--- src/rtl/membus_arbiter_if.sv ---
// Generic membus request/response bundle: one request channel and its single response strobe.
// The requester drives the request side (master); the responder drives ready and the response (slave).
interface membus_arbiter_if #(
    parameter int ADDR_W = 32,
    parameter int DATA_W = 32
);
    logic              valid;
    logic              ready;
    logic [ADDR_W-1:0] addr;
    logic              wen;
    logic [DATA_W-1:0] wdata;
    logic              rvalid;
    logic [DATA_W-1:0] rdata;

    modport master (output valid, addr, wen, wdata, input ready, rvalid, rdata);
    modport slave  (input valid, addr, wen, wdata, output ready, rvalid, rdata);
endinterface

--- src/rtl/membus_arbiter.sv ---
// Two-requester membus arbiter: instruction fetch (p0) and data load/store (p1) share one
// downstream membus. One transaction is outstanding at a time and its response is steered back
// to the owner. Requests and responses pass through combinationally; no pipeline stage is added.
module membus_arbiter #(
    parameter int ADDR_W    = 32,
    parameter int DATA_W    = 32,
    parameter int PRIO_MODE = 0
) (
    input  logic                ACLK,
    input  logic                ARESETN,
    membus_arbiter_if.slave     p0,
    membus_arbiter_if.slave     p1,
    membus_arbiter_if.master    d,
    output logic                busy,
    output logic                owner,
    output logic                err_stray
);

    typedef enum logic {
        IDLE = 1'b0,
        BUSY = 1'b1
    } state_t;

    state_t            state_q, state_d;
    logic              owner_q, owner_d;
    logic              lastGrant_q, lastGrant_d;
    logic              errStray_q, errStray_d;

    logic              sel;
    logic              selValid;
    logic              selWen;
    logic [ADDR_W-1:0] selAddr;
    logic [DATA_W-1:0] selWdata;
    logic              isIdle;
    logic              isBusy;

    // Pick the port to present downstream this cycle; with round-robin the port that did not win last time gets the tie.
    always_comb begin
        sel = 1'b0;
        if (PRIO_MODE != 0) begin
            sel = p1.valid;
        end else if (p0.valid && p1.valid) begin
            sel = ~lastGrant_q;
        end else begin
            sel = p1.valid;
        end
    end

    // Mux the chosen port onto the downstream request and route the handshake back; responses go to the owner only.
    always_comb begin
        isIdle   = (state_q == IDLE) && ARESETN;
        isBusy   = (state_q == BUSY);
        selValid = sel ? p1.valid : p0.valid;
        selWen   = sel ? p1.wen   : p0.wen;
        selAddr  = sel ? p1.addr  : p0.addr;
        selWdata = sel ? p1.wdata : p0.wdata;

        d.valid  = isIdle & selValid;
        d.addr   = selAddr;
        d.wen    = selWen;
        d.wdata  = selWdata;

        p0.ready = isIdle & ~sel & d.ready;
        p1.ready = isIdle &  sel & d.ready;

        p0.rvalid = isBusy & ~owner_q & d.rvalid;
        p1.rvalid = isBusy &  owner_q & d.rvalid;
        p0.rdata  = d.rdata;
        p1.rdata  = d.rdata;
    end

    // Next-state: accept a handshake in IDLE, return to IDLE on the response, flag responses nobody asked for.
    always_comb begin
        state_d     = state_q;
        owner_d     = owner_q;
        lastGrant_d = lastGrant_q;
        errStray_d  = errStray_q;
        case (state_q)
            IDLE: begin
                if (selValid && d.ready) begin
                    state_d     = BUSY;
                    owner_d     = sel;
                    lastGrant_d = sel;
                end
                if (d.rvalid) begin
                    errStray_d = 1'b1;
                end
            end
            BUSY: begin
                if (d.rvalid) begin
                    state_d = IDLE;
                end
            end
            default: state_d = IDLE;
        endcase
    end

    // State registers; reset drops any outstanding transaction so its response is treated as stray.
    always_ff @(posedge ACLK or negedge ARESETN) begin
        if (!ARESETN) begin
            state_q     <= IDLE;
            owner_q     <= 1'b0;
            lastGrant_q <= 1'b1;
            errStray_q  <= 1'b0;
        end else begin
            state_q     <= state_d;
            owner_q     <= owner_d;
            lastGrant_q <= lastGrant_d;
            errStray_q  <= errStray_d;
        end
    end

    assign busy      = (state_q == BUSY);
    assign owner     = owner_q;
    assign err_stray = errStray_q;

endmodule

--- src/flat_wrapper.sv ---
// flat-port wrapper written by rule: the top's interface ports become plain ports
module membus_arbiter_flat 
#(
    parameter int ADDR_W    = 32,
    parameter int DATA_W    = 32,
    parameter int PRIO_MODE = 0
)
  (ACLK, ARESETN, busy, owner, err_stray, p0_valid, p0_addr, p0_wen, p0_wdata, p0_ready, p0_rvalid, p0_rdata, p1_valid, p1_addr, p1_wen, p1_wdata, p1_ready, p1_rvalid, p1_rdata, d_valid, d_addr, d_wen, d_wdata, d_ready, d_rvalid, d_rdata);
  membus_arbiter_if #(.ADDR_W(ADDR_W), .DATA_W(DATA_W)) p0_i ();
  membus_arbiter_if #(.ADDR_W(ADDR_W), .DATA_W(DATA_W)) p1_i ();
  membus_arbiter_if #(.ADDR_W(ADDR_W), .DATA_W(DATA_W)) d_i ();
  input  logic ACLK;
  input  logic ARESETN;
  output logic busy;
  output logic owner;
  output logic err_stray;
  input wire logic [$bits(p0_i.valid)-1:0] p0_valid;
  input wire logic [$bits(p0_i.addr)-1:0] p0_addr;
  input wire logic [$bits(p0_i.wen)-1:0] p0_wen;
  input wire logic [$bits(p0_i.wdata)-1:0] p0_wdata;
  output wire logic [$bits(p0_i.ready)-1:0] p0_ready;
  output wire logic [$bits(p0_i.rvalid)-1:0] p0_rvalid;
  output wire logic [$bits(p0_i.rdata)-1:0] p0_rdata;
  input wire logic [$bits(p1_i.valid)-1:0] p1_valid;
  input wire logic [$bits(p1_i.addr)-1:0] p1_addr;
  input wire logic [$bits(p1_i.wen)-1:0] p1_wen;
  input wire logic [$bits(p1_i.wdata)-1:0] p1_wdata;
  output wire logic [$bits(p1_i.ready)-1:0] p1_ready;
  output wire logic [$bits(p1_i.rvalid)-1:0] p1_rvalid;
  output wire logic [$bits(p1_i.rdata)-1:0] p1_rdata;
  output wire logic [$bits(d_i.valid)-1:0] d_valid;
  output wire logic [$bits(d_i.addr)-1:0] d_addr;
  output wire logic [$bits(d_i.wen)-1:0] d_wen;
  output wire logic [$bits(d_i.wdata)-1:0] d_wdata;
  input wire logic [$bits(d_i.ready)-1:0] d_ready;
  input wire logic [$bits(d_i.rvalid)-1:0] d_rvalid;
  input wire logic [$bits(d_i.rdata)-1:0] d_rdata;
  assign p0_i.valid = p0_valid;
  assign p0_i.addr = p0_addr;
  assign p0_i.wen = p0_wen;
  assign p0_i.wdata = p0_wdata;
  assign p0_ready = p0_i.ready;
  assign p0_rvalid = p0_i.rvalid;
  assign p0_rdata = p0_i.rdata;
  assign p1_i.valid = p1_valid;
  assign p1_i.addr = p1_addr;
  assign p1_i.wen = p1_wen;
  assign p1_i.wdata = p1_wdata;
  assign p1_ready = p1_i.ready;
  assign p1_rvalid = p1_i.rvalid;
  assign p1_rdata = p1_i.rdata;
  assign d_valid = d_i.valid;
  assign d_addr = d_i.addr;
  assign d_wen = d_i.wen;
  assign d_wdata = d_i.wdata;
  assign d_i.ready = d_ready;
  assign d_i.rvalid = d_rvalid;
  assign d_i.rdata = d_rdata;
  membus_arbiter #(.ADDR_W(ADDR_W), .DATA_W(DATA_W), .PRIO_MODE(PRIO_MODE)) u_core (.ACLK(ACLK), .ARESETN(ARESETN), .p0(p0_i), .p1(p1_i), .d(d_i), .busy(busy), .owner(owner), .err_stray(err_stray));
endmodule
--- config.mk ---
export PLATFORM = sky130hd
export DESIGN_NAME = membus_arbiter_flat
export DESIGN_NICKNAME = d
export VERILOG_FILES = /design/src/rtl/membus_arbiter_if.sv /design/src/rtl/membus_arbiter.sv /design/src/flat_wrapper.sv
export SDC_FILE = /design/constraint.sdc
export NUM_CORES = 1
export LEC_CHECK = 0
export BUFFER_PORTS_ARGS = -buffer_cell sky130_fd_sc_hd__buf_2
export CAP_MARGIN = 20
export CORE_AREA = 2 2 118 120
export CTS_CLUSTER_SIZE = 24
export DETAILED_ROUTE_END_ITERATION = 8
export DIE_AREA = 0 0 120 122
export PLACE_DENSITY = 0.45
export REMOVE_ABC_BUFFERS = 1
export SLEW_MARGIN = 25
export SYNTH_ARGS = -nofsm -noshare
export SYNTH_HDL_FRONTEND = slang
export SYNTH_SLANG_ARGS = --single-unit
--- constraint.sdc ---
create_clock -name ACLK -period 1.75 [get_ports ACLK]
set_clock_uncertainty 0.15 [all_clocks]
set_input_delay 0.2625 -clock ACLK [delete_from_list [all_inputs] [get_ports ACLK]]
set_output_delay 0.2625 -clock ACLK [all_outputs]
set_load 0.02 [all_outputs]
* Word level (Yosys, flattened, before mapping)
Index checks and enable logic that the tools add are counted.
** Storage, ports and cells
- Input port bits :: 168
- Register bits after elaboration :: 4
- Logic and storage cells :: 30
- Output and inout bits :: 137
** Cells by class
- Muxes and demuxes :: 8
- Bitwise operators :: 13
- Reductions and logical operators :: 5
** Operators by type and width (count)
- 2-to-1 mux 32 bit :: 2
- bitwise AND 1 bit :: 9
- 2-to-1 mux 1 bit :: 5
- NOT 1 bit :: 4
- AND reduction 2 bit :: 2
- logical AND 1 bit :: 3
- case mux 1 bit (2 select lines) :: 1

* Longest topological paths before layout
Gate-level depths: netlist of the first run.
- Depth after elaboration :: 6
- Mapped depth :: 4

* Worst setup path after synthesis of the first run
Ideal clock, no wire load.
- Path type :: register -> output
- Start point :: reg u_core.lastGrant_q
- End point :: out p0_ready
- Required time :: 1.337 ns
- Setup slack :: -0.114 ns
- Stages on the path, launching flop included :: 5
- Arrival time :: 1.451 ns
- Cells stage by stage :: dfstp_2 a21boi_4 buf_6 buf_8 nor3b_1
** Between the ends
- Longest elaborated chain between the ends :: 5
** RTL lines
- start: declaration :: RTL line membus_arbiter.sv:26 : logic lastGrant_q, lastGrant_d;
- start signal: assignment :: RTL line membus_arbiter.sv:108 : lastGrant_q <= lastGrant_d;
- NOT 1 bit :: RTL line membus_arbiter.sv:43 : sel = ~lastGrant_q;
- 2-to-1 mux 1 bit :: RTL line membus_arbiter.sv:42 : end else if (p0.valid && p1.valid) begin
- NOT 1 bit :: RTL line membus_arbiter.sv:63 : p0.ready = isIdle & ~sel & d.ready;
- bitwise AND 1 bit (2 in series) :: RTL line membus_arbiter.sv:63
- end: declaration :: RTL line flat_wrapper.sv:21 : output wire logic [$bits(p0_i.ready)-1:0] p0_ready;
No other way between the ends.

* Final worst setup path of the first run
- Start point :: reg u_core.lastGrant_q
- End point :: out d_wen
** Between the ends
- Longest elaborated chain between the ends :: 3
** RTL lines
- NOT 1 bit :: RTL line membus_arbiter.sv:43
- 2-to-1 mux 1 bit :: RTL line membus_arbiter.sv:42
- 2-to-1 mux 1 bit :: RTL line membus_arbiter.sv:54 : selWen = sel ? p1.wen : p0.wen;
- end: declaration :: RTL line flat_wrapper.sv:33 : output wire logic [$bits(d_i.wen)-1:0] d_wen;
No other way between the ends.

==> results.md, run 1 <==
* Outcome: finished, violations left
* Failing checks: negative setup slack
* Synth Area in Simple Gates at 4.22%
* Adder-Cell Fraction of Synth Area at 0%
* First-pass GRT wire length at around 10000 um
* Clk sink count at 4
* Final setup fails at 67
* CTS Buf Count at 3
* Static Leak at ~0.0015 uW
* Slew HR at ~85%
* Initial antenna violation count at 0
* Syn. warnings at 0
* Initial core utilization at about an eighth
* Finished Layout Cells at about 500
* Vias per cell at 3.69
* Most frequent cells in the layout: 180 x buf_2, 36 x mux2_2, 29 x mux2_4, 29 x buf_6, 15 x buf_4
* DP Wirelength at roughly 7300 um
* CP Max Fanout at 14
* Power per cell area at 650 mW/mm^2
* XOR/XNOR Fraction of Synth Area at 0%
* DRC viols at 0
* GRT overflow at 0
* Placed Cells at about 490
* Largest net degree at the start of global routing at 18
* Crit. Startpoint: u_core.lastGrant_q
* GPL Wtd Cong at 0.701
* MaxCap Viol Count at 0
* Largest family of logic cells by synthesized area: multiplexers
* Worst setup path class: reg -> out
* Worst slew pin tran at 0.226 ns
* Clock slew at reported path FFs at around 0.03 ns
* Worst-skew pair later-pin latency at 0.22 ns
* Seq/Total Area, Yosys at 6.21%
* Multiplexer area fraction after synthesis at 51.3%
* Die Wd at between 100 and 150 um
* Proportion of layout cells with a drive suffix above 1 at 93.4%
* Peak VDD IR at approximately 0.25 mV
* Post-synth top area share at 30.8%
* Area Overhead vs Synth at 71.0%
* Setup crit end kind: output port
* Final slew viol count at 0
* HP Start: d_rvalid
* Cell accounting for the most synthesized area: buf_4
* Post-route ant nets at 0
* DR iter-0 viols at 72
* Row count at 43
* Total die area at 0.0146 sq mm
* Syn avg cell area at 10.3 sq um
* Worst flop-to-flop path startpoint: u_core.lastGrant_q
* RSZ-0062 raised after global routing: yes
* Most common cell after layout, fill and taps aside: buf_2
* Tot GR Track Use at a little under 10%
* Hold crit path type: in -> reg
* Cell variety after synth at 21
* Ranking of synthesized cells by area: buf_4 31%, mux2_4 26%, mux2_2 26%, dfrtp_1 4.6%, buf_12 2.5%
* Placed inst area at 0.00247 sq mm
* Cell count after synthesis at 158
* Max Clk Rate at 501 MHz
* CTS tree: built
* Die Ht at 122 um
* Final hold violation count at 0
* Flops & latches, synth at 4
* Tcrit/Tclk final at 114%
* Total core area at 0.0135 sq mm
* Final min period at 1.99 ns
* Final nets at between 400 and 500
* Routed WL at 8470 um
* H-Tree Depth at 1
* Max Buffers Root-to-Sink at 2
* Pre-antenna DRT Iters at 4
* Arrival @ worst endpoint at 1.58 ns
* Via count at about 1800
* Drt wl/cell at between 15 and 20 um
* CTS root buf: clkbuf_16
* Critical path required time at 1.34 ns
* I/O pin count at 305
* # diodes at 0
* Vias in the first global route at 1602
* Mapped Area at 0.00163 sq mm
* Post-route setup slack at -0.245 ns
* Final Cell Area at 0.00279 sq mm
* Complex-gate fraction of the synthesized area at 3.14%
* Crit start category: flip-flop
* Fin Setup TNS at -13.98 ns
* I/O Buffers at about 210
==> cell usage after synthesis <==
master    count
dfstp_2       1
a32o_1        1
and3_1        2
nand2b_1      1
buf_8         1
mux2_4       28
a22o_1        1
o22ai_1       1
dfrtp_1       3
mux2_2       37
a21o_1        1
buf_12        2
buf_6         1
inv_1         1
nor2_1        2
nand3b_1      1
a21boi_4      1
nand2_1       2
buf_4        67
nor2b_1       2
nor3b_1       2
==> cell type report <==
cell class,instances,area [sq um]
Clock buffer,4,78.8
Fill cell,1491,10700
Inverter,1,3.75
Multi-Input combinational cell,82,966
Sequential cell,4,101
Tap cell,180,225
Timing Repair Buffer,228,1420
==> report_power, final <==
group          switching [uW]  internal [uW]
clock                    65.1            301
sequential               16.8            118
combinational             599            713
==> what timing repair did <==
item	CTS	global route
buffers inserted	2	0
gates resized for setup	36	23
gates cloned	0	1
setup endpoints to repair	67	67
hold buffers	1	0
endpoints found under the hold margin	4	0
==> per-stage QoR <==
step	setup WS, ns	util, %	power (uW)	hold WS [ns]
2_1_floorplan	-0.975	-	835	-0.183
6_report	-0.245	20.7	1810	0.140
5_1_grt	-0.296	20.7	1910	0.139
4_1_cts	-0.267	19.9	1770	0.140
3_5_place_dp	-0.0753	18.3	1310	-0.0491
3_3_place_gp	-0.0733	18.3	1300	-0.0462
==> worst paths after layout <==
| check | slack [ns] | cells after the start | to |
|---|---|---|---|
| max in group asynchronous | 0.87 | 2 | u_core.lastGrant_q |
| min reg2reg | 0.30 | 1 | u_core.err_stray |
| min | 0.14 | 2 | u_core.busy |
| max | -0.24 | 5 | d_wen |
| min in group asynchronous | 0.33 | 2 | u_core.busy |
| max reg2reg | 0.44 | 4 | u_core.owner |
==> sequential cells by signal, indices dropped and copies added, names as in the netlist <==
| signal | count |
|---|---|
| u_core.busy | 1 |
| u_core.err_stray | 1 |
| u_core.lastGrant_q | 1 |
| u_core.owner | 1 |
==> critical path, stage by stage (launching register included) <==
cell and delay, ns:
dfstp_2 0.54, a21boi_4 0.06, buf_12 0.15, buf_4 0.15, mux2_4 0.31, buf_6 0.14
==> kinds of logic after synthesis <==
| group | count (synthesis) |
|---|---|
| DFF | 4 |
| AOI/OAI and AO/OA | 5 |
| and+or+nand+nor | 12 |
| muxes | 65 |
| buffers and inverters | 72 |
==> routing by layer <==
layer,track usage [%],vias up,wire [um],share of wire [%]
met5,4.86,-,68,0.80
met4,1.47,2,50,0.59
met3,8.05,10,1530,18
met2,11.0,193,3210,38
met1,13.1,829,3610,43
li1,-,807,-,-
Note: power is estimated with default switching activity, not from simulation.
==> inputs of run 2 (changes only) <==
--- a/config.mk
+++ b/config.mk
@@ -7,9 +7,9 @@
 export LEC_CHECK = 0
-export BUFFER_PORTS_ARGS = -buffer_cell sky130_fd_sc_hd__buf_2
+export BUFFER_PORTS_ARGS = -buffer_cell sky130_fd_sc_hd__buf_4
 export CAP_MARGIN = 20
-export CORE_AREA = 2 2 118 120
+export CORE_AREA = 2 2 117 119
 export CTS_CLUSTER_SIZE = 24
 export DETAILED_ROUTE_END_ITERATION = 8
-export DIE_AREA = 0 0 120 122
-export PLACE_DENSITY = 0.45
+export DIE_AREA = 0 0 119 121
+export PLACE_DENSITY = 0.46
 export REMOVE_ABC_BUFFERS = 1
==> constraint.sdc (replaced) <==
create_clock -name ACLK -period 2.3 [get_ports ACLK]
set_clock_uncertainty 0.15 [all_clocks]
set_input_delay 0.46 -clock ACLK [delete_from_list [all_inputs] [get_ports ACLK]]
set_output_delay 0.46 -clock ACLK [all_outputs]
set_load 0.02 [all_outputs]
==> run 2 against run 1 <==
Compared with the run above: the flow now finishes without violations; core utilization up 2.5 points; critical path depth unchanged; count of clock-buffer cells in the layout unchanged; register-to-register slack better by 0.71 ns; hold slack better by 0.17 ns; critical path type unchanged; largest cell class unchanged; largest power group unchanged.
==> results.md, run 2 (same netlist as run 1, synthesis figures left out) <==
* GRT overflow at 0 (unchanged)
* # diodes at 0 (unchanged)
* CTS tree: built
* Final setup fails at 0 (-100%)
* MaxCap Viol Count at 0 (unchanged)
* Placed Cells at 473 (-3.7%)
* First-pass GRT wire length at 10300 um (-0.53%)
* Setup crit end kind: output port
* Static Leak at 0.00155 uW (+3.5%)
* Drt wl/cell at 16.8 um (-1.3%)
* Vias per cell at 3.76 (+1.9%)
* DP Wirelength at 6690 um (-8.4%)
* Clk sink count at 4 (unchanged)
* Max Buffers Root-to-Sink at 2 (unchanged)
* RSZ-0062 raised after global routing: yes
* Total core area at 0.0131 sq mm (-3.1%)
* Critical path required time at 1.69 ns (+0.35 ns)
* CTS root buf: clkbuf_16
* Routed WL at 8060 um (-4.9%)
* I/O pin count at 305 (unchanged)
* Largest net degree at the start of global routing at 45 (+27)
* Via count at 1808 (-1.8%)
* CP Max Fanout at 11 (-3)
* Outcome: finished clean
* Power Total at 1390 uW (-23%)
* CTS Buf Count at 3 (unchanged)
* Arrival @ worst endpoint at 1.65 ns (+0.07 ns)
* Hold crit path type: in -> reg
* DR iter-0 viols at 36 (-50%)
* Final hold violation count at 0 (unchanged)
* Crit start category: flip-flop
* Worst-skew pair later-pin latency at 0.22 ns (about the same)
* Final nets at 474 (-2.9%)
* Die Wd at 119 um (-0.83%)
* Proportion of layout cells with a drive suffix above 1 at 92.8% (-0.63 points)
* Die Ht at 121 um (-0.82%)
* Most frequent cells in the layout: 208 x buf_4, 37 x mux2_2, 28 x mux2_4
* Most common cell after layout, fill and taps aside: buf_4
* Row count at 42 (-2.3%)
* H-Tree Depth at 1 (unchanged)
* Area Overhead vs Synth at 86.1%
* I/O Buffers at 208 (unchanged)
* Slowest CP cell: dfstp_2
* Peak VDD IR at 0.201 mV (-18%)
* DRC viols at 0 (unchanged)
* Worst slew pin tran at 0.218 ns (-0.00800 ns)
* Total die area at 0.0144 sq mm (-1.6%)
* Clock slew at reported path FFs at 0.03 ns (about the same)
* Final slew viol count at 0 (unchanged)
* Pre-antenna DRT Iters at 4 (unchanged)
* GPL Wtd Cong at 0.685 (-2.4%)
* Vias in the first global route at 1745 (+8.9%)
* Max Clk Rate at ~440 MHz
* CP Cell Sequence: a21boi_4, buf_12, clkbuf_16, mux2_4, buf_4
* Worst setup path class: reg -> out
* Initial core utilization at 12.5% (+0.39 points)
* Initial antenna violation count at 0 (unchanged)
* Finished Layout Cells at 481 (-3.6%)
* CP peak stage delay at 0.57 ns (+0.03 ns)
* Slew HR at 85.5% (+0.58 points)
* Post-route ant nets at 0 (unchanged)
* Tcrit/Tclk final at 98.2%
* Final min period at 2.26 ns
* Power per cell area at 459 mW/mm^2 (-29%)
* Tot GR Track Use at 9.47% (-0.20 points)
-- run 2: area by class of cell --
type | count | area, sq um
clock buffer | 4 | 78.8
fill | 1408 | 10000
inverter | 1 | 3.75
multi-input combinational | 82 | 957
sequential | 4 | 101
tap | 176 | 220
timing repair buffer | 214 | 1680
-- run 2: metrics by stage --
stage / hold slack, ns / instance area, sq um / setup slack [ns] / setup TNS (ns) / utilization, %
finish: 0.313 / 3040 / 0.0411 / 0 / 23.2
global route: 0.307 / 3040 / -0.0194 / -0.0222 / 23.2
CTS: 0.307 / 2970 / 0.00457 / 0 / 22.7
detailed placement: 0.118 / 2880 / 0.00668 / 0 / 22.0
global placement: 0.117 / 2880 / 0.0262 / 0 / 22.0
floorplan: 0.0144 / 1060 / -0.670 / -42.26 / -
-- run 2: final timing paths --
| kind | to | from | cells past startpoint | slack [ns] |
|---|---|---|---|---|
| worst max-delay path | d_addr[12] | u_core.lastGrant_q | 5 | 0.04 |
| max in group asynchronous | u_core.lastGrant_q | ARESETN | 2 | 1.37 |
| min in group asynchronous | u_core.err_stray | ARESETN | 2 | 0.43 |
| worst min-delay path | u_core.busy | d_rvalid | 2 | 0.31 |
| worst min register to register | u_core.err_stray | u_core.err_stray | 1 | 0.32 |
| worst max register to register | u_core.owner | u_core.busy | 2 | 1.15 |
-- run 2: worst max-delay path, delay by kind of cell, from the launching register on --
| kind | cells | cell delay (ns) |
|---|---|---|
| flops | 1 | 0.57 |
| buf+inv | 3 | 0.48 |
| mux | 1 | 0.31 |
| compound gates | 1 | 0.07 |
-- run 2: metal layers --
| layer | wire [um] | vias up | GRT usage, % |
|---|---|---|---|
| met5 | 44 | - | 5.88 |
| met4 | 31 | 2 | 1.26 |
| met3 | 1690 | 6 | 9.49 |
| met2 | 3400 | 212 | 12.7 |
| met1 | 2890 | 812 | 10.3 |
| li1 | - | 776 | - |
-- run 2: power by group --
part / total, uW / switching, uW / internal [uW]
Combinational: 1010 / 425 / 582
Clock: 277 / 48.4 / 229
Sequential: 111 / 21.0 / 90.2
-- run 2: repair_timing --
| action | CTS | global route |
|---|---|---|
| resized for setup | 0 | 1 |
| hold buffers | 1 | 0 |
| buffers inserted | 0 | 1 |
| endpoints found under the hold margin | 3 | 0 |
| endpoints found under the setup margin | 0 | 20 |
==> inputs of run 3 (changes only) <==
Clock period 2.3 ns to 2.9 ns, I/O delays scaled along.
==> run 3 against run 2 <==
Compared with the run above: final area is 2.4% lower; routed wire length is 1.5% lower; global-route usage is 0.32 points higher; register-to-register slack better by 0.60 ns; clock power is 20% lower; final cell count is 0.83% lower; setup slack better by 0.38 ns; sequential power is 21% lower; critical path depth stayed put; critical path type is now in -> out; largest power group unchanged; highest routed layer is now met4.
==> results.md, run 3 (same netlist as run 1, synthesis figures left out) <==
* Post-placement setup slack at 0.421 ns (+0.414 ns)
* GPL Wtd Cong at 0.699 (+2.1%)
* Worst slew pin tran at 0.225 ns (+0.00749 ns)
* Via count at 1769 (-2.2%)
* Critical path required time at 2.17 ns (+0.48 ns)
* MaxCap Viol Count at 0 (unchanged)
* Tcrit/Tclk final at 85.4%
* CTS Buf Count at 3 (unchanged)
* Final hold violation count at 0 (unchanged)
* Vias in the first global route at 1716 (-1.7%)
* Worst flop-to-flop path startpoint: u_core.lastGrant_q
* RSZ-0062 raised after global routing: no
* Row count at 42 (unchanged)
* Fin Setup TNS at 0 ns (unchanged)
* Final min period at 2.48 ns
* Pre-antenna DRT Iters at 4 (unchanged)
* DR iter-0 viols at 40 (+11%)
* Sequential cell area at 101 sq um (unchanged)
* GRT overflow at 0 (unchanged)
* Crit start category: input pin
* Most common cell after layout, fill and taps aside: buf_4
* Peak VDD IR at 0.143 mV (-29%)
* Slowest CP cell: mux2_2
* Power per cell area at 363 mW/mm^2 (-21%)
* I/O Buffers at 208 (unchanged)
* Outcome: finished clean
* Max Clk Rate at 404 MHz
* Most frequent cells in the layout: 208 x buf_4, 37 x mux2_2, 28 x mux2_4
* # diodes at 0 (unchanged)
* Hold crit path type: in -> async
* CP peak stage delay at 0.38 ns (-0.19 ns)
* Drt wl/cell at 16.6 um (-0.70%)
* Post-CTS Hold Buffers at 0 (-1)
* Critical Path Stages at 5 (unchanged)
* Post-route setup slack at 0.425 ns (+0.384 ns)
* Top delay family on crit path: buffers and inverters
* Comb power frac at 71.2% (-0.9 points)
* Tot GR Track Use at 9.79% (+0.32 points)
* Initial core utilization at 12.5% (unchanged)
* I/O pin count at 305 (unchanged)
* Net Sw Frac at 35.8% (+0.41 points)
* Clk sink count at 4 (unchanged)
* Routed WL at 7940 um (-1.5%)
* Final Cell Area at 0.00296 sq mm (-2.4%)
* CP Cell Sequence: buf_4, a21boi_4, buf_12, mux2_2, buf_4
* Vias per cell at 3.71 (-1.3%)
* Total die area at 0.0144 sq mm (unchanged)
* Setup crit end kind: output port
* Reg2reg path depth at 2 (unchanged)
* Die Ht at 121 um (unchanged)
* CTS tree: built
* Area Overhead vs Synth at 81.6%
* Initial antenna violation count at 0 (unchanged)
* Slew HR at 85.0% (-0.50 points)
* Placed inst area at 0.00288 sq mm (unchanged)
* Max Buffers Root-to-Sink at 2 (unchanged)
* Clock power frac at 20.6% (+0.7 points)
* Reg power frac at 8.2% (+0.2 points)
* Post-CTS Setup Bufs at 0 (unchanged)
* Proportion of layout cells with a drive suffix above 1 at 93.0% (+0.24 points)
* H-Tree Depth at 1 (unchanged)
* Post-route ant nets at 0 (unchanged)
* Buf/Inv on CP at 3 (unchanged)
* CTS root buf: clkbuf_16
* Arrival @ worst endpoint at 1.75 ns (+0.10 ns)
* Static Leak at 0.00152 uW (-2.2%)
* Worst setup path class: in -> out
* Final setup fails at 0 (unchanged)
* CP Max Fanout at 34 (+23)
* First-pass GRT wire length at 10600 um (+3.2%)
* Total core area at 0.0131 sq mm (unchanged)
* Final slew viol count at 0 (unchanged)
* Post-CTS resize count at 0 (unchanged)
* DRC viols at 0 (unchanged)
* Clock slew at reported path FFs at 0.03 ns (about the same)
* Crit. Startpoint: p0_valid
* Final nets at 470 (-0.84%)
* Largest net degree at the start of global routing at 35 (-22%)
* Int Pwr at 691 uW (-23%)
* Worst-skew pair later-pin latency at 0.22 ns (about the same)
* Filler Cell Count at 1430 (+1.6%)
* Die Wd at 119 um (unchanged)
* Sw power at 386 uW (-22%)
* Multi-input logic area at 957 sq um (unchanged)
* CP most frequent cell: buf_4
-- run 3: changes by cell type in the layout (fill, tap and decap cells not counted), sizes merged --
cell / previous run / this run
clkbuf: 5 / 4
buf: 212 / 210
dlygate4sd3: 1 / 0
-- run 3: path summary, 6_finish.rpt --
check	slack [ns]	endpoint
worst max-delay path	0.42	d_addr[31]
worst min-delay path	0.004	u_core.busy
worst max register to register	1.75	u_core.owner
worst min register to register	0.31	u_core.err_stray
max in group asynchronous	2.39	u_core.lastGrant_q
min in group ACLK	0.31	u_core.err_stray
-- run 3: area by class of cell --
| class | count | share of cell area [%] |
|---|---|---|
| clock buffer | 4 | 2.66 |
| inverter | 1 | 0.127 |
| multi-input combinational | 82 | 32.3 |
| sequential | 4 | 3.42 |
| tap | 176 | 7.43 |
| timing repair buffer | 210 | 54.1 |
-- run 3: per-layer routing --
layer / share of wire [%] / global-route usage, %
met1: 39 / 11.6
met2: 41 / 13.5
met3: 20 / 7.99
met4: 0.34 / 1.34
met5: 0 / 3.68
-- run 3: metrics by stage --
| stage | hold slack, ns | utilization, % | total power (uW) | cells |
|---|---|---|---|---|
| floorplan | 0.134 | - | 504 | 87 |
| global placement | 0.237 | 22.0 | 863 | 473 |
| detailed placement | 0.239 | 22.0 | 866 | 473 |
| CTS | 0.00267 | 22.6 | 1090 | 477 |
| global route | 0.00595 | 22.6 | 1130 | 477 |
| finish | 0.00400 | 22.6 | 1080 | 477 |
-- run 3: power by group through the flow --
stage,clock (uW),combinational (uW),sequential (uW)
after CTS,225,780,87.2
after detailed placement,0,778,87.9
after global placement,0,775,87.8
final,222,767,87.9
after floorplan,0,411,92.5
after global routing,232,811,89.0
